==> src/rtl/edge_recorder.sv <==
// Edge timestamp recorder: timestamps edges of the selected channel inside its sync
// window and writes 4-byte records into external SRAM, one byte per 3-clk write cycle.
module edge_recorder #(
  parameter int TS_W      = 31,
  parameter int BIG_CH_LO = 10,
  parameter int BIG_CH_HI = 13,
  parameter int MAX_CH    = 25
) (
  input  logic        clk,
  input  logic        mcu_n_rst,
  input  logic        sample_en,
  input  logic        ch_sgn,
  input  logic        ch_sync,
  input  logic [7:0]  sync_cnt,
  input  logic [19:0] addr_base,
  output logic [19:0] sram_addr,
  output logic [7:0]  sram_data,
  output logic        sram_we_n,
  output logic        sram_bus_en,
  output logic [15:0] pulse_cnt,
  output logic [31:0] clk_cnt,
  output logic [15:0] rec_cnt,
  output logic        ovf
);

  // state  | meaning
  // IDLE   | bus released, waiting for a pending edge
  // SETUP  | address and data driven onto the bus
  // STROBE | write strobe asserted
  // HOLD   | strobe released, address and data still stable
  typedef enum logic [1:0] {IDLE, SETUP, STROBE, HOLD} state_t;

  localparam logic [7:0] CH_LO  = 8'(BIG_CH_LO);
  localparam logic [7:0] CH_HI  = 8'(BIG_CH_HI);
  localparam logic [7:0] CH_MAX = 8'(MAX_CH);

  state_t state, state_nxt;

  logic sgn_m, sgn_s, sgn_d;
  logic syn_m, syn_s, syn_d;
  logic en_d;

  logic [TS_W-1:0] ts_live;
  logic [15:0]     pulse_live;
  logic [15:0]     rec_live;
  logic [16:0]     offset;
  logic [19:0]     win_base;
  logic [7:0]      win_ch;

  logic            pend_vld;
  logic [TS_W-1:0] pend_ts;
  logic            pend_lvl;

  logic [TS_W-1:0] rec_ts;
  logic            rec_lvl;
  logic [19:0]     rec_addr;
  logic [1:0]      byte_idx, byte_nxt;

  logic            ld, done;
  logic            edge_det, rise, win_start, win_valid, active, big;
  logic [16:0]     limit, need;
  logic            region_full, accept, lost;
  logic [19:0]     src_addr;
  logic [TS_W-1:0] src_ts;
  logic            src_lvl;
  logic [7:0]      wr_byte;

  always_ff @(posedge clk or negedge mcu_n_rst) begin
    if (!mcu_n_rst) begin
      sgn_m <= 1'b0;
      sgn_s <= 1'b0;
      sgn_d <= 1'b0;
      syn_m <= 1'b0;
      syn_s <= 1'b0;
      syn_d <= 1'b0;
      en_d  <= 1'b0;
    end else begin
      sgn_m <= ch_sgn;
      sgn_s <= sgn_m;
      sgn_d <= sgn_s;
      syn_m <= ch_sync;
      syn_s <= syn_m;
      syn_d <= syn_s;
      en_d  <= sample_en;
    end
  end

  assign edge_det  = sgn_s ^ sgn_d;
  assign rise      = sgn_s & ~sgn_d;
  assign win_start = syn_s & ~syn_d;
  assign win_valid = (win_ch != 8'd0) && (win_ch <= CH_MAX);
  assign active    = sample_en && syn_s && win_valid && !win_start;
  assign big       = (win_ch >= CH_LO) && (win_ch <= CH_HI);
  assign limit     = big ? 17'h10000 : 17'h01000;

  // Space for the record in flight (or about to be loaded) is reserved up front
  assign need        = offset + 17'd4 + (((state != IDLE) || pend_vld) ? 17'd4 : 17'd0);
  assign region_full = need > limit;
  assign accept      = active && edge_det && (!pend_vld || ld) && !region_full;
  assign lost        = active && edge_det && ((pend_vld && !ld) || region_full);

  always_comb begin
    state_nxt = state;
    byte_nxt  = byte_idx;
    ld        = 1'b0;
    done      = 1'b0;
    case (state)
      IDLE: begin
        if (pend_vld && sample_en && !win_start) begin
          ld        = 1'b1;
          byte_nxt  = 2'd0;
          state_nxt = SETUP;
        end
      end
      SETUP:  state_nxt = STROBE;
      STROBE: state_nxt = HOLD;
      HOLD: begin
        if (byte_idx == 2'd3) begin
          done      = 1'b1;
          state_nxt = IDLE;
        end else if (!sample_en) begin
          state_nxt = IDLE;
        end else begin
          byte_nxt  = byte_idx + 2'd1;
          state_nxt = SETUP;
        end
      end
      default: state_nxt = IDLE;
    endcase
  end

  assign src_addr = ld ? (win_base + {3'b000, offset}) : rec_addr;
  assign src_ts   = ld ? pend_ts : rec_ts;
  assign src_lvl  = ld ? pend_lvl : rec_lvl;

  always_comb begin
    wr_byte = 8'd0;
    case (byte_nxt)
      2'd0:    wr_byte = src_ts[7:0];
      2'd1:    wr_byte = src_ts[15:8];
      2'd2:    wr_byte = src_ts[23:16];
      default: wr_byte = {src_lvl, src_ts[30:24]};
    endcase
  end

  always_ff @(posedge clk or negedge mcu_n_rst) begin
    if (!mcu_n_rst) begin
      state       <= IDLE;
      byte_idx    <= 2'd0;
      rec_ts      <= '0;
      rec_lvl     <= 1'b0;
      rec_addr    <= 20'd0;
      sram_addr   <= 20'd0;
      sram_data   <= 8'd0;
      sram_we_n   <= 1'b1;
      sram_bus_en <= 1'b0;
    end else begin
      state       <= state_nxt;
      byte_idx    <= byte_nxt;
      sram_we_n   <= (state_nxt != STROBE);
      sram_bus_en <= (state_nxt != IDLE);
      if (ld) begin
        rec_ts   <= pend_ts;
        rec_lvl  <= pend_lvl;
        rec_addr <= src_addr;
      end
      if (state_nxt == SETUP) begin
        sram_addr <= src_addr + {18'd0, byte_nxt};
        sram_data <= wr_byte;
      end
    end
  end

  always_ff @(posedge clk or negedge mcu_n_rst) begin
    if (!mcu_n_rst) begin
      ts_live    <= '0;
      pulse_live <= 16'd0;
      rec_live   <= 16'd0;
      offset     <= 17'd0;
      win_base   <= 20'd0;
      win_ch     <= 8'd0;
      pulse_cnt  <= 16'd0;
      clk_cnt    <= 32'd0;
      rec_cnt    <= 16'd0;
      pend_vld   <= 1'b0;
      pend_ts    <= '0;
      pend_lvl   <= 1'b0;
      ovf        <= 1'b0;
    end else begin
      if (win_start) begin
        pulse_cnt  <= pulse_live;
        clk_cnt    <= 32'(ts_live);
        rec_cnt    <= rec_live;
        win_base   <= addr_base;
        win_ch     <= sync_cnt;
        ts_live    <= '0;
        pulse_live <= 16'd0;
        // a record finishing right now belongs to the new window
        rec_live   <= done ? 16'd1 : 16'd0;
        offset     <= done ? 17'd4 : 17'd0;
      end else begin
        if (active && (ts_live != '1))
          ts_live <= ts_live + 1'b1;
        if (active && rise && (pulse_live != 16'hFFFF))
          pulse_live <= pulse_live + 16'd1;
        if (done) begin
          offset <= offset + 17'd4;
          if (rec_live != 16'hFFFF)
            rec_live <= rec_live + 16'd1;
        end
      end

      if (win_start || !sample_en) begin
        pend_vld <= 1'b0;
      end else if (accept) begin
        pend_vld <= 1'b1;
        pend_ts  <= ts_live;
        pend_lvl <= sgn_s;
      end else if (ld) begin
        pend_vld <= 1'b0;
      end

      if (sample_en && !en_d)
        ovf <= 1'b0;
      else if (lost)
        ovf <= 1'b1;
    end
  end

endmodule

==> config.mk <==
export PLATFORM = sky130hd
export DESIGN_NAME = edge_recorder
export DESIGN_NICKNAME = d
export VERILOG_FILES = /design/src/rtl/edge_recorder.sv
export SDC_FILE = /design/constraint.sdc
export NUM_CORES = 1
export LEC_CHECK = 0
export ABC_CLOCK_PERIOD_IN_PS = 4500
export CORE_UTILIZATION = 50
export CTS_CLUSTER_DIAMETER = 50
export DETAILED_ROUTE_END_ITERATION = 16
export PLACE_DENSITY = 0.78
export SLEW_MARGIN = 5
export SYNTH_ARGS = -nofsm -noshare
export SYNTH_HDL_FRONTEND = slang
export SYNTH_SLANG_ARGS = --single-unit
==> constraint.sdc <==
create_clock -name clk -period 4.5 [get_ports clk]
set_input_delay 0.9 -clock clk [delete_from_list [all_inputs] [get_ports clk]]
set_output_delay 0.9 -clock clk [all_outputs]
set_load 0.02 [all_outputs]
==> summary.txt <==
Run status
  – Status: complete, no violations

Detailed routing
  – Detailed-route DRC error count: 0
  – Drt first pass iters: 5
  – 1st-iter DRT viols: 775
  – DR vias: 11000
  – Antenna-violating nets left: 0
  – WL final: 33700 µm
  – Wire per inst: 16.5 µm
  – Via-per-instance ratio: 5.39

Cells and area
  – Fin nets: 1703
  – Layout cells sized above 1: 8.83%
  – Commonest non-fill, non-tap cell in the layout: nand2_1
  – Most frequent cells in the layout: 489 x nand2_1, 295 x dfrtp_1, 125 x clkdlybuf4s50_1, 96 x nor2_1, 64 x xor2_1
  – Finished Core Util: 61.4%
  – # diodes: 0
  – Post-Layout Cell Count: 2042
  – Final instance area: 17300 µm²
  – Area grow syn2layout: 19.7%

Logic synthesis
  – Synth Area in XOR/XNOR: 6.50%
  – Synth async-reset ratio: 100%
  – Adder-Cell Fraction of Synth Area: 2.92%
  – Post-Syn Instances: 1532
  – Yosys warnings: 0
  – Post-synthesis simple-gate area fraction: 22.6%
  – Post-synthesis instance area: 14400 µm²
  – Mux cell area share after synthesis: 6.22%
  – Mean Syn Cell Area: 9.40 µm²
  – EDFF count, synth: 0
  – Syn nets: 1598
  – Post-synth top flop: dfrtp_1
  – Synth cell types: 76
  – Seq/Total Area, Yosys: 51.4%
  – Largest family of logic cells by synthesized area: simple AND/OR/NAND/NOR gates
  – Compound-gate portion of the synthesized area: 7.07%
  – Register bit total from synthesis: 296

Place
  – DP Worst Slack: 0.339 ns
  – Placed instance area: 16000 µm²
  – Port bufs: 126
  – Placed cell count: 1977
  – Dpl hpwl: 22800 µm
  – Routability cong.: 0.879

Worst setup path
  – Critical path buffers and inverters: 1
  – Worst EP required: 4.89 ns
  – Critical path class: flip-flop to flip-flop
  – Critical path endpoint category: flip-flop
  – Worst setup path endpoint: pend_ts[7]
  – CP Launch Type: flip-flop
  – Worst path top cell family by delay: simple AND/OR/NAND/NOR gates
  – Cell breakdown of the critical path: ha_1, nand4_2, xor2_1, o22ai_1, o211ai_1, nor3_1, nand3b_1, xnor2_1, ha_1, nand2b_1, nand3_1, a21oi_1, nand3_1, a2111oi_2, o22ai_1, nand3b_4, buf_4, mux2_4
  – Register-to-Register Path Depth: 18
  – Crit path depth: 18
  – Worst r2r src: offset[2]
  – Largest fanout on the critical path: 33
  – Reg-to-reg endpoint: pend_ts[7]
  – Max stage delay cell, worst path: dfrtp_1
  – CP arrival: 4.55 ns
  – CP max stage delay: 0.41 ns
  – R2r setup slk: 0.34 ns
  – Critical path origin: offset[2]

Die
  – I/O pin cnt: 128
  – Starting Density: 51.3%
  – Die area: 29500 µm²
  – Die width: 172 µm
  – Die height: 172 µm
  – Core ar.: 28100 µm²
  – Std-Cell Rows: 61

Timing
  – Final Max Slew Viols: 0
  – Final setup fails: 0
  – Worst setup margin: 0.339 ns
  – Final min period: 4.16 ns
  – Slew @ Worst Pin: 0.942 ns
  – Slew HR: 37.2%
  – Hold WS: 0.352 ns
  – Setup TNS: 0 ns
  – Unrepaired setup endpoints after global routing: false
  – Skew final: 0.0181 ns
  – Fmax: 0.240 GHz
  – Hold Violations, Final: 0
  – Period utilization: 92.5%

Clock network
  – Clock latency on the worst-skew pair: 0.51 ns
  – H-tree levels: 2
  – CTS buffer count: 36
  – CTS tree: built
  – Clock-pin slew on the worst setup and hold paths: 0.06 ns
  – CTS sink cnt: 296
  – Clk root buf: clkbuf_16
  – Max clock buf depth: 3
  – # resized after CTS: 0
  – Postcts setup bufs: 0
  – Post-CTS Hold Buffers: 0

Pwr
  – Clk pwr share: 42.9%
  – Internal Power: 5.01 mW
  – PD cells: 396 nW/µm²
  – Reg power frac: 42.5%
  – Tot Pwr: 6.83 mW
  – Comb power frac: 14.5%
  – Switch Pwr: 1.83 mW
  – Sw Ratio: 26.7%
  – Peak supply drop: 0.242 mV
  – Leakage power: 8.46 nW

Global routing
  – GRT Residual Overflow: 0
  – GRT Total Usage: 23.7%
  – Largest net degree at the start of global routing: 98
  – Initial antenna violation count: 0
  – First-pass GRT wire length: 56000 µm
  – Vias in the first global route: 10900

Worst hold path
  – Type of the worst min-delay path: flip-flop to flip-flop

Run
  – Max Cap Viol: 0
how the worst min path moves through the flow:
stage,cells after the start,slack (ns),end,from
after floorplan,0,0.33,sgn_s,sgn_m
after global placement,0,0.33,sgn_s,sgn_m
after detailed placement,0,0.34,sgn_s,sgn_m
after CTS,0,0.35,sgn_s,sgn_m
after global routing,0,0.36,syn_s,syn_m
final,0,0.35,sgn_s,sgn_m
per-layer routing:
metal / GRT usage [%] / vias to the layer above / share of wire [%]
li1: - / 5309 / -
met1: 34.6 / 5381 / 48
met2: 36.2 / 277 / 45
met3: 4.65 / 47 / 5.8
met4: 6.00 / 0 / 1.8
met5: 0 / - / 0
power by group through the flow:
stage	Clock [mW]	Sequential (mW)	Combinational, mW
5_1_grt	3.10	2.92	1.10
4_1_cts	2.99	2.91	1.00
6_report	2.93	2.91	0.994
2_1_floorplan	0	3.01	0.551
3_3_place_gp	0	2.95	0.965
3_5_place_dp	0	2.95	0.992
synth_stat cells, drive strengths merged (3+ instances only):
| master | count | area [µm²] |
|---|---|---|
| nand2 | 489 | 1840 |
| dfrtp | 295 | 7380 |
| nor2 | 97 | 367 |
| xor2 | 64 | 561 |
| clkbuf | 61 | 230 |
| o21ai | 54 | 270 |
| mux2 | 45 | 616 |
| nand3 | 45 | 230 |
| xnor2 | 42 | 375 |
| a21oi | 32 | 160 |
| ha | 32 | 400 |
| nand4 | 32 | 206 |
| inv | 28 | 105 |
| mux2i | 28 | 280 |
| buf | 22 | 130 |
| nor3 | 19 | 95.1 |
| and3 | 18 | 113 |
| a31oi | 11 | 68.8 |
| and2 | 11 | 71.3 |
| or3 | 9 | 56.3 |
| a21o | 8 | 60.1 |
| o22ai | 8 | 50.1 |
| nand2b | 7 | 43.8 |
| o211ai | 7 | 52.6 |
| and4 | 6 | 52.6 |
| a211oi | 4 | 35.0 |
| nand3b | 4 | 42.5 |
| a22o | 3 | 26.3 |
| a22oi | 3 | 22.5 |
| nor4 | 3 | 25.0 |
logic make-up after synthesis:
logic type / count (synthesis)
xor+xnor: 106
compound gates: 159
simple gates: 753
flops: 296
mux: 73
other cells: 1
buf+inv: 111
fa+ha+maj: 33
sequential cells by signal, indices dropped and copies added (netlist names), 2 cells and up:
name and count:
rec_live 16, rec_cnt 16, rec_ts 31, offset 15, pend_ts 31, rec_addr 20
pulse_live 16, win_ch 8, sram_data 8, state 2, ts_live 31, clk_cnt 31
win_base 20, byte_idx 2, sram_addr 20, pulse_cnt 16
cell type report:
type	instances	area (µm²)
flip-flops and latches	296	7410
multi-input cells	1125	6560
inverters	28	105
clock inverters	11	165
repair buffers	150	1480
well taps	378	473
fillers	2375	10800
clock buffers	54	1060
No activity file was read; power rests on OpenSTA's default activity.
